<file path="src/rtl/alu_share_arbiter.sv">
// -----------------------------------------------------------------------------
// alu_share_arbiter
//
// Purpose:
//   Time-shares one external combinational ALU between NUM_REQ requesters.
//   - A round-robin arbiter picks one valid request per cycle.
//   - The granted request's operands and control code are driven onto the
//     ALU bus.
//   - The ALU outcome is captured in a one-entry response register.
//   - The response is returned with the originating requester ID over a
//     valid/ready handshake.
//   - The register drains and refills on the same edge, so throughput is one
//     operation per cycle while rsp_ready is held high.
//
// Ports:
//   clk, rst_n               clock (rising edge), asynchronous active-low reset
//   req_valid[NUM_REQ]       per-requester request valid
//   req_ready[NUM_REQ]       per-requester accept, one-hot or zero
//   req_srca/req_srcb        flattened operands, requester i at [i*XLEN +: XLEN]
//   req_ctrl                 flattened 4-bit ALU codes, requester i at [i*4 +: 4]
//   alu_srca/srcb/ctrl       operand bus to the shared ALU
//   alu_result, alu_zero     combinational ALU outcome for the current bus
//   rsp_valid / rsp_ready    response handshake
//   rsp_id                   index of the requester that produced the response
//   rsp_result, rsp_zero     captured ALU outcome
//   rsp_err                  captured control code was undefined (> 4'b1001)
// -----------------------------------------------------------------------------
module alu_share_arbiter #(
    parameter int NUM_REQ = 2,
    parameter int ID_W    = 1,
    parameter int XLEN    = 32
) (
    input  logic                    clk,
    input  logic                    rst_n,
    input  logic [NUM_REQ-1:0]      req_valid,
    output logic [NUM_REQ-1:0]      req_ready,
    input  logic [NUM_REQ*XLEN-1:0] req_srca,
    input  logic [NUM_REQ*XLEN-1:0] req_srcb,
    input  logic [NUM_REQ*4-1:0]    req_ctrl,
    output logic [XLEN-1:0]         alu_srca,
    output logic [XLEN-1:0]         alu_srcb,
    output logic [3:0]              alu_ctrl,
    input  logic [XLEN-1:0]         alu_result,
    input  logic                    alu_zero,
    output logic                    rsp_valid,
    input  logic                    rsp_ready,
    output logic [ID_W-1:0]         rsp_id,
    output logic [XLEN-1:0]         rsp_result,
    output logic                    rsp_zero,
    output logic                    rsp_err
);

    // -------------------------------------------------------------------------
    // Constants
    // -------------------------------------------------------------------------
    localparam logic [0:0] ST_EMPTY = 1'b0;
    localparam logic [0:0] ST_FULL  = 1'b1;

    // Highest defined ALU control code. Codes above it are flagged as errors.
    localparam logic [3:0] CTRL_MAX = 4'b1001;

    // NUM_REQ <= 2**ID_W, so an index plus an offset below NUM_REQ always
    // fits in ID_W+1 bits. One conditional subtract is enough for the modulo.
    localparam logic [ID_W:0] NUM_REQ_W = (ID_W + 1)'(NUM_REQ);

    // -------------------------------------------------------------------------
    // State
    // -------------------------------------------------------------------------
    logic [0:0]      r_state;
    logic [ID_W-1:0] r_rr_ptr;
    logic [ID_W-1:0] r_rsp_id;
    logic [XLEN-1:0] r_rsp_result;
    logic            r_rsp_zero;
    logic            r_rsp_err;

    logic [0:0]      w_state_next;
    logic [ID_W-1:0] w_rr_ptr_next;

    // -------------------------------------------------------------------------
    // Unpack the flattened request buses
    // -------------------------------------------------------------------------
    logic [XLEN-1:0] w_srca [NUM_REQ];
    logic [XLEN-1:0] w_srcb [NUM_REQ];
    logic [3:0]      w_ctrl [NUM_REQ];

    genvar gi;
    generate
        for (gi = 0; gi < NUM_REQ; gi++) begin : g_unpack
            assign w_srca[gi] = req_srca[gi*XLEN +: XLEN];
            assign w_srcb[gi] = req_srcb[gi*XLEN +: XLEN];
            assign w_ctrl[gi] = req_ctrl[gi*4 +: 4];
        end
    endgenerate

    // -------------------------------------------------------------------------
    // Round-robin scan order
    //
    // Scan slot k looks at requester (rr_ptr + k) mod NUM_REQ. Slot 0 is the
    // highest priority, so the requester just after the last winner goes first.
    // -------------------------------------------------------------------------
    logic [ID_W-1:0]    w_scan_idx [NUM_REQ];
    logic [NUM_REQ-1:0] w_scan_hit;

    generate
        for (gi = 0; gi < NUM_REQ; gi++) begin : g_scan
            logic [ID_W:0] w_sum;
            assign w_sum = {1'b0, r_rr_ptr} + (ID_W + 1)'(gi);
            assign w_scan_idx[gi] = (w_sum >= NUM_REQ_W) ? ID_W'(w_sum - NUM_REQ_W)
                                                         : w_sum[ID_W-1:0];
            assign w_scan_hit[gi] = req_valid[w_scan_idx[gi]];
        end
    endgenerate

    // -------------------------------------------------------------------------
    // Priority pick over the rotated order
    //
    // The loop walks from the lowest-priority slot to the highest, so the last
    // assignment wins. With no valid request, w_gnt stays at rr_ptr. That
    // gives a deterministic ALU operand selection when nothing is granted.
    // -------------------------------------------------------------------------
    logic            w_gnt_valid;
    logic [ID_W-1:0] w_gnt;

    always_comb begin
        w_gnt_valid = 1'b0;
        w_gnt       = r_rr_ptr;
        for (int k = NUM_REQ - 1; k >= 0; k--) begin
            if (w_scan_hit[k]) begin
                w_gnt_valid = 1'b1;
                w_gnt       = w_scan_idx[k];
            end
        end
    end

    // -------------------------------------------------------------------------
    // Accept / capture qualification
    //
    // The register can take a new result when it is empty or being drained this
    // cycle. rst_n gates w_capture so req_ready stays low for the whole
    // reset assertion. The registers alone would not guarantee that, because
    // EMPTY would otherwise advertise acceptance.
    // -------------------------------------------------------------------------
    logic w_can_accept;
    logic w_capture;

    assign w_can_accept = (r_state == ST_EMPTY) | rsp_ready;
    assign w_capture    = w_gnt_valid & w_can_accept & rst_n;

    generate
        for (gi = 0; gi < NUM_REQ; gi++) begin : g_ready
            assign req_ready[gi] = w_capture & (w_gnt == ID_W'(gi));
        end
    endgenerate

    // -------------------------------------------------------------------------
    // Shared ALU operand bus
    // -------------------------------------------------------------------------
    assign alu_srca = w_srca[w_gnt];
    assign alu_srcb = w_srcb[w_gnt];
    assign alu_ctrl = w_ctrl[w_gnt];

    // -------------------------------------------------------------------------
    // Pointer advance: the requester after the winner gets first look next time
    // -------------------------------------------------------------------------
    logic [ID_W:0] w_gnt_inc;

    assign w_gnt_inc     = {1'b0, w_gnt} + (ID_W + 1)'(1);
    assign w_rr_ptr_next = (w_gnt_inc == NUM_REQ_W) ? '0 : w_gnt_inc[ID_W-1:0];

    // -------------------------------------------------------------------------
    // Response FSM
    //
    // FULL with rsp_ready high drains the register. A capture on the same edge
    // refills it, so the state stays FULL with no bubble.
    // -------------------------------------------------------------------------
    always_comb begin
        w_state_next = r_state;
        case (r_state)
            ST_EMPTY: begin
                if (w_capture) begin
                    w_state_next = ST_FULL;
                end
            end
            ST_FULL: begin
                if (rsp_ready) begin
                    w_state_next = w_capture ? ST_FULL : ST_EMPTY;
                end
            end
            default: w_state_next = ST_EMPTY;
        endcase
    end

    always_ff @(posedge clk or negedge rst_n) begin
        if (!rst_n) begin
            r_state      <= ST_EMPTY;
            r_rr_ptr     <= '0;
            r_rsp_id     <= '0;
            r_rsp_result <= '0;
            r_rsp_zero   <= 1'b0;
            r_rsp_err    <= 1'b0;
        end else begin
            r_state <= w_state_next;
            if (w_capture) begin
                // Undefined codes still capture the ALU output (expected zero).
                // The error flag lets the requester tell that apart from a real
                // zero result.
                r_rsp_result <= alu_result;
                r_rsp_zero   <= alu_zero;
                r_rsp_id     <= w_gnt;
                r_rsp_err    <= (alu_ctrl > CTRL_MAX);
                r_rr_ptr     <= w_rr_ptr_next;
            end
        end
    end

    // -------------------------------------------------------------------------
    // Response outputs come straight from registers, so there is no
    // combinational path from rsp_ready to rsp_*.
    // -------------------------------------------------------------------------
    assign rsp_valid  = (r_state == ST_FULL);
    assign rsp_id     = r_rsp_id;
    assign rsp_result = r_rsp_result;
    assign rsp_zero   = r_rsp_zero;
    assign rsp_err    = r_rsp_err;

endmodule

</file>
<file path="config.mk">
export PLATFORM = sky130hd
export DESIGN_NAME = alu_share_arbiter
export DESIGN_NICKNAME = d
export VERILOG_FILES = /design/src/rtl/alu_share_arbiter.sv
export SDC_FILE = /design/constraint.sdc
export NUM_CORES = 1
export LEC_CHECK = 0
export CELL_PAD_IN_SITES_DETAIL_PLACEMENT = 1
export CELL_PAD_IN_SITES_GLOBAL_PLACEMENT = 1
export CORE_MARGIN = 8
export CORE_UTILIZATION = 19
export CTS_BUF_LIST = sky130_fd_sc_hd__clkbuf_8
export DETAILED_ROUTE_END_ITERATION = 8
export PLACE_DENSITY_LB_ADDON = 0.1
export SLEW_MARGIN = 0
export SYNTH_ARGS = -nofsm -noshare
export SYNTH_HDL_FRONTEND = slang
export SYNTH_SLANG_ARGS = --single-unit
</file>
<file path="constraint.sdc">
create_clock -name clk -period 2.6 [get_ports clk]
set_clock_uncertainty 0.2 [all_clocks]
set_input_delay 0.65 -clock clk [delete_from_list [all_inputs] [get_ports clk]]
set_output_delay 0.65 -clock clk [all_outputs]
set_load 0.02 [all_outputs]
</file>
Word-level counts from Yosys, hierarchy flattened
Cells that the tools add are included.
{"block": "totals", "ff_bits": 37, "input_bits": 174}
{"block": "classes", "bitwise_logic": 8, "mux": 23, "n_addsub": 4, "eq_ne": 1, "n_lt_le_gt_ge": 6}
{"cell": "two-way mux 32 bit", "count": 6}
{"cell": "two-way mux 1 bit", "count": 13}
{"cell": "two-way mux 4 bit", "count": 3}
{"cell": "adder 1 x 1 -> 2 bit, second input constant", "count": 2}
{"cell": "AND 1 bit", "count": 4}
{"cell": "greater-or-equal comparator 2 bit, second input constant", "count": 2}
{"cell": "greater-than comparator 4 bit, second input constant", "count": 1}
{"cell": "< comparator 1 x 2 -> 1 bit, second input constant", "count": 2}
{"cell": "== test 2 bit, second input constant", "count": 1}
{"cell": "greater-or-equal comparator 1 x 2 -> 1 bit, second input constant", "count": 1}
{"cell": "inverter 1 bit", "count": 2}
{"cell": "inverter 1 -> 2 bit", "count": 1}
{"cell": "case mux 1 bit (2 select lines)", "count": 1}
{"cell": "subtractor 1 bit, second input constant", "count": 2}
{"cell": "OR 1 bit", "count": 1}

Logic depth before layout (Yosys ltp)
Gate-level depths: netlist of run 1.
{"block": "logic_depth", "depth_word": 12, "depth_mapped": 6, "ltp_nobuf": 4}

Worst setup path after synthesis of run 1
OpenSTA, ideal clock, no wires.
{"block": "synth_timing", "kind": "input port to output port", "start": "in req_valid[0]", "end": "out alu_srca[12]", "path_stages": 6, "setup_slack_ns": 0.044, "required_ns": 1.750, "arrival_ns": 1.706, "path_cell_list": "nand2b_4 -> and2_4 -> nor2_4 -> buf_6 -> buf_6 -> mux2_4"}
{"block": "synth_between", "elab_chain_cells": 8, "word_cells_on_any_way": 10}
{"item": "start: declaration", "line_no": "35", "text": "input logic [NUM_REQ-1:0] req_valid,"}
{"item": "two-way mux 1 bit (implied by the code) (2 in a row)", "line_no": "110", "text": "assign w_scan_hit[gi] = req_valid[w_scan_idx[gi]];"}
{"item": "two-way mux 1 bit", "line_no": "128", "text": "if (w_scan_hit[k]) begin"}
{"item": "two-way mux 1 bit *", "line_no": "128"}
{"item": "inverter 1 -> 2 bit (implied by the code) *", "line_no": "158", "text": "assign alu_srca = w_srca[w_gnt];"}
{"item": "two-way mux 32 bit (implied by the code) * (3 in a row)", "line_no": "158"}
{"item": "end: declaration", "line_no": "40", "text": "output logic [XLEN-1:0] alu_srca,"}
Mark *: on every way between the ends. The rest lies on a longest branch, timed or not. The select of a mux whose other input is x is not followed.

Worst setup path in the final report of run 1
{"block": "layout_timing", "start": "in req_valid[0]", "end": "out alu_srcb[12]"}
{"block": "layout_between", "elab_chain_cells": 8, "word_cells_on_any_way": 10}
{"item": "two-way mux 1 bit (implied by the code) (2 in a row)", "line_no": "110"}
{"item": "two-way mux 1 bit", "line_no": "128"}
{"item": "two-way mux 1 bit *", "line_no": "128"}
{"item": "inverter 1 -> 2 bit (implied by the code) *", "line_no": "159", "text": "assign alu_srcb = w_srcb[w_gnt];"}
{"item": "two-way mux 32 bit (implied by the code) * (3 in a row)", "line_no": "159"}
{"item": "end: declaration", "line_no": "41", "text": "output logic [XLEN-1:0] alu_srcb,"}
Marked as above.

==> reports/metrics.cfg, run 1 <==
[outcome]
status=finished, violations left
violations=negative setup slack

[worst_setup_path]
crit_type=primary input to output pin
worst-path-max-fanout=10
start_kind=primary input
rr_startpoint=rsp_valid$_DFF_PN0_
crit_cells=9
critPathCaptureType=output pin
cp_slowest_cell=mux2_4
cp.required_ns=1.75
path_cells=buf_8 -> nand2b_4 -> and2_4 -> nor2_4 -> buf_12 -> buf_16 -> buf_4 -> mux2_4 -> buf_6
crit_path_max_incr_delay_ns=0.29
cp.arrival_ns=1.99
crit_family=buffers and inverters
cp_num_buf_inv=5
worstReg2RegEnd=rsp_result[30]$_DFFE_PN0P_
reg2reg_depth=5
r2r_setup_slack_ns=0.69

[sta]
period_share_pct=109
timing.fmax_mhz=352
hold_viol=0
hold-worst-slack_ns=0.231
finalMaxSlewViolations=0
setup_viol_count_final=66
fin_crit_ns=2.84
relSlewSlack_pct=67.1
fin_ws_ns=-0.238
tightest_slew_ns=0.493
grt_setup_unrepaired=true

[synth]
synth_nets=353
syn_inst=179
synth_area_per_cell_um2=13.9
seq_area_frac_synth_pct=37.2
yosysWarnings=0
ys_ff_latch=37
netlist_area_mm2=0.00249
ys_types=26

[cells_and_area]
antenna_cells=0
final_cells=668
fin_util_pct=46.0
nFillCells=1458
drive_above_1_share_pct=45.1
finalInstanceArea_mm2=0.00600
area_growth_syn_to_layout_pct=141
final_common_cell=clkdlybuf4s50_1
layout_common_cells=206 x clkdlybuf4s50_1, 57 x buf_6, 51 x mux2_4
fin_nets=665

[drt]
drtPass1Iterations=3
vias=2728
drt_iter0_drc=45
wl_per_cell_um=21.4
routed_wl_um=14300
ant_nets=0
drc=0
viasPerCell=4.08

[pwr]
ir_drop_v=0.000263
leakagePower_nw=2.62
p_total_mw=3.10
power.density_mw_per_mm2=517

[worst_hold_path]
hold_class=primary input to asynchronous set/reset pin

[placement]
place_area_mm2=0.00559
gp_congestion=0.805
dpl.hpwl_um=11900
io_buffer_count=279
dp.cells=639

[die]
die_h_um=130
core-area_mm2=0.0130
design.die.area_mm2=0.0170
initial_core_util_pct=19.1
die_w_um=130
ios=280
rows=42

[clock_network]
cts_made_buffers=5
cts_max_level=2
clock_latency_ns=0.29
postCtsHoldBufs=0
cts.sinks=37
path_clk_slew_ns=0.07
cts_root_buffer=clkbuf_8
cts_buffer_depth=2
cts_tree=built

[global_route]
grt_pass1_vias=3095
grt_pass1_wl_um=20000
grt_max_degree=38
antenna_found_initial=0
grt_usage_pct=15.6
grt_overflow=0

[flow_run]
max_cap_viol_count=0

[logic make-up after synthesis]
| logic type | synth area share, % |
|---|---|
| AO/OA/AOI/OAI | 4.23 |
| buffers and inverters | 4.73 |
| flip-flops | 37.2 |
| multiplexers | 50.3 |
| AND/OR/NAND/NOR | 3.57 |
[layer usage]
layer	track usage, %	wire (um)
met2	29.4	7760
met4	1.62	23
met3	6.01	1570
met5	0	0
met1	16.5	4930
[worst max path at each step]
stage / from / endpoint
global placement: req_valid[1] / alu_srcb[30]
floorplan: req_valid[0] / alu_srca[12]
global route: req_valid[0] / alu_srcb[12]
detailed placement: req_valid[1] / alu_srcb[30]
finish: req_valid[0] / alu_srcb[12]
CTS: req_valid[0] / alu_srcb[0]
[layout make-up]
cell class | instances | area [um^2] | area share [%]
well taps | 176 | 220 | 3.67
clock buffers | 5 | 68.8 | 1.15
repair buffers | 316 | 3230 | 53.9
flip-flops and latches | 37 | 926 | 15.4
inverters | 7 | 26.3 | 0.438
clock inverters | 3 | 18.8 | 0.313
multi-input cells | 124 | 1510 | 25.1
[metrics by stage]
| step | TNS, ns | setup WS [ns] |
|---|---|---|
| floorplan | 0 | 0.0445 |
| global placement | -69.65 | -1.03 |
| detailed placement | -72.22 | -1.05 |
| CTS | -13.53 | -0.282 |
| global route | -15.61 | -0.286 |
| finish | -12.16 | -0.238 |
[power breakdown]
part / internal, mW / switching (mW) / leakage [nW]
combinational: 1.16 / 0.797 / 2.14
clock: 0.185 / 0.220 / 0.0416
sequential: 0.680 / 0.0545 / 0.434
[cell usage after synthesis (all sizes together)]
master	instances	area [um^2]
mux2	98	1250
inv	7	26.3
o31a	1	8.76
o21bai	1	7.51
nor2b	2	12.5
a21oi	1	8.76
dfrtp	37	926
and2	4	27.5
nor2	3	18.8
o21a	1	7.51
buf	11	91.3
a22oi	1	7.51
nand2b	2	20.0
o21ai	2	10.0
and2b	1	10.0
o211ai	3	22.5
o311ai	1	8.76
o22ai	1	6.26
a2bb2oi	2	17.5
[state kept, by name, summed over array words and instances, names as in the netlist]
signal / flops
rsp_result: 32
rsp_err: 1
r_rr_ptr: 1
rsp_id: 1
rsp_zero: 1
rsp_valid: 1
[what timing repair did]
| action | 4_1_cts | 5_1_grt |
|---|---|---|
| resized for setup | 405 | 28 |
| pin swaps | 3 | 2 |
| setup endpoints to repair | 70 | 68 |
| cloned | 2 | 1 |
| buffers inserted | 18 | 4 |
Power figures use the tool's default switching activity.
==> inputs of run 2 (changes only) <==
clock period = 2.65 ns   (was 2.6 ns; I/O delays follow)
==> run 2 against run 1 <==
Against the previous run:
- the run still ends with negative setup slack left
- critical path depth up 1
- cell count up 1.6%
- count of clock-buffer cells in the layout unchanged
- via count up 3.6%
- hold slack better by 0.013 ns
- worst setup slack worse by 0.087 ns
- non-clock buffer count up 11
- sequential share of layout area down 0.84 points
- critical path type unchanged
- largest cell class unchanged
- largest power group unchanged
==> reports/metrics.cfg, run 2 (synthesized netlist as in run 1, its figures left out) <==
[outcome]
status=finished, violations left
violations=negative setup slack

[die]
initial_core_util_pct=19.1  ; unchanged
design.die.area_mm2=0.0170  ; unchanged
die_w_um=130  ; unchanged
rows=42  ; unchanged
ios=280  ; unchanged
die_h_um=130  ; unchanged
core-area_mm2=0.0130  ; unchanged

[sta]
timing.fmax_mhz=336
fin_ws_ns=-0.325  ; -0.0874 ns
tightest_slew_ns=0.493  ; -0.000417 ns
hold-worst-slack_ns=0.244  ; +0.0126 ns
setup_viol_count_final=66  ; unchanged
hold_viol=0  ; unchanged
relSlewSlack_pct=67.1  ; about the same
finalMaxSlewViolations=0  ; unchanged
grt_setup_unrepaired=true
fin_crit_ns=2.97
period_share_pct=112

[worst_setup_path]
worst-path-max-fanout=5  ; -5
cp_slowest_cell=mux2_4
cp.arrival_ns=2.11  ; +0.12 ns
path_cells=buf_8 -> nand2b_4 -> and2_4 -> nor2_4 -> buf_12 -> buf_12 -> buf_16 -> buf_6 -> mux2_4 -> buf_6
cp.required_ns=1.79  ; +0.04 ns
start_kind=primary input
crit_type=primary input to output pin
crit_path_max_incr_delay_ns=0.29  ; about the same
critPathCaptureType=output pin

[placement]
dp.cells=640  ; +0.16%
gp_congestion=0.801  ; -0.53%
dpl.hpwl_um=11800  ; -0.84%
io_buffer_count=279  ; unchanged

[drt]
routed_wl_um=14900  ; +4.1%
drt_iter0_drc=46  ; +2.2%
vias=2826  ; +3.6%
viasPerCell=4.16  ; +1.9%
drtPass1Iterations=4  ; +1
wl_per_cell_um=21.9  ; +2.4%
drc=0  ; unchanged
ant_nets=0  ; unchanged

[cells_and_area]
largest_reg_flops=32  ; unchanged
antenna_cells=0  ; unchanged
area_growth_syn_to_layout_pct=155
drive_above_1_share_pct=46.3  ; +1.2 points
final_common_cell=clkdlybuf4s50_1
layout_common_cells=206 x clkdlybuf4s50_1, 84 x buf_6, 65 x mux2_4
fin_nets=676  ; +1.7%
final_cells=679  ; +1.6%

[worst_hold_path]
hold_class=primary input to asynchronous set/reset pin

[global_route]
grt_max_degree=38  ; unchanged
grt_pass1_wl_um=20900  ; +4.8%
grt_overflow=0  ; unchanged
grt_usage_pct=16.4  ; +0.80 points
antenna_found_initial=1  ; +1
grt_pass1_vias=3237  ; +4.6%

[clock_network]
cts_buffer_depth=2  ; unchanged
cts_tree=built
cts_max_level=2  ; unchanged
path_clk_slew_ns=0.08  ; about the same
postCtsHoldBufs=0  ; unchanged
clock_latency_ns=0.28  ; about the same
cts_made_buffers=5  ; unchanged
cts_root_buffer=clkbuf_8
cts.sinks=37  ; unchanged

[pwr]
ir_drop_v=0.000258  ; -2.0%
leakagePower_nw=2.81  ; +7.4%
power.density_mw_per_mm2=524  ; +1.4%

[flow_run]
max_cap_viol_count=0  ; unchanged

run 2: cell count changes in the layout (fill, tap and decap cells not counted), moves of 3 or more:
cell | previous run | this run
buf_6 | 57 | 84
buf_2 | 12 | 4
buf_16 | 3 | 6
mux2_2 | 47 | 33
mux2_4 | 51 | 65
buf_4 | 30 | 17
run 2: stage by stage:
| step | setup WS, ns | cell area (um^2) | power (mW) | TNS [ns] | utilization [%] |
|---|---|---|---|---|---|
| 2_1_floorplan | 0.0695 | 2490 | 1.56 | 0 | - |
| 3_3_place_gp | -0.999 | 5600 | 2.46 | -69.27 | 43.0 |
| 3_5_place_dp | -1.01 | 5600 | 2.48 | -71.78 | 43.0 |
| 4_1_cts | -0.378 | 6420 | 3.42 | -17.85 | 49.3 |
| 5_1_grt | -0.367 | 6340 | 3.49 | -16.34 | 48.7 |
| 6_report | -0.325 | 6340 | 3.32 | -13.55 | 48.7 |
run 2: path summary, 6_finish.rpt:
kind | startpoint | endpoint | cells past startpoint | slack (ns)
worst min-delay path | rst_n | rsp_result[26]$_DFFE_PN0P_ | 2 | 0.24
worst max-delay path | req_valid[0] | alu_srcb[22] | 10 | -0.32
min in group clk | rsp_id$_DFFE_PN0P_ | rsp_id$_DFFE_PN0P_ | 2 | 0.31
max in group asynchronous | rst_n | rsp_result[13]$_DFFE_PN0P_ | 2 | 1.67
worst max register to register | rsp_valid$_DFF_PN0_ | rsp_result[15]$_DFFE_PN0P_ | 5 | 0.73
worst min register to register | rsp_id$_DFFE_PN0P_ | rsp_id$_DFFE_PN0P_ | 2 | 0.31
run 2: where the power goes:
part           internal, mW  total (mW)  switching, mW
sequential            0.667       0.719         0.0516
clock                 0.279       0.497          0.218
combinational          1.28        2.11          0.828
run 2: critical path, delay by kind of cell:
kind | cells | cell delay, ns
buffers and inverters | 6 | 0.70
multiplexers | 1 | 0.29
AND/OR/NAND/NOR | 3 | 0.44
run 2: metal layers:
layer  track usage [%]  part of all wire [%]  vias up
li1                  -                     -     1294
met3              6.01                    11        7
met5                 0                 0.081        -
met1              16.9                    35     1385
met4              1.89                  0.53        2
met2              31.6                    54      138
run 2: cell type report:
cell class / instances / area (um^2)
Inverter: 7 / 26.3
Clock buffer: 5 / 68.8
Tap cell: 176 / 220
Fill cell: 1409 / 6690
Clock inverter: 3 / 42.5
Sequential cell: 37 / 926
Timing Repair Buffer: 327 / 3500
Multi-Input combinational cell: 124 / 1560
run 2: repair_timing:
item,in CTS,in global routing
buffers inserted,29,2
gates resized for setup,473,13
pin swaps,2,3
gates cloned,8,0
endpoints found under the setup margin,70,66
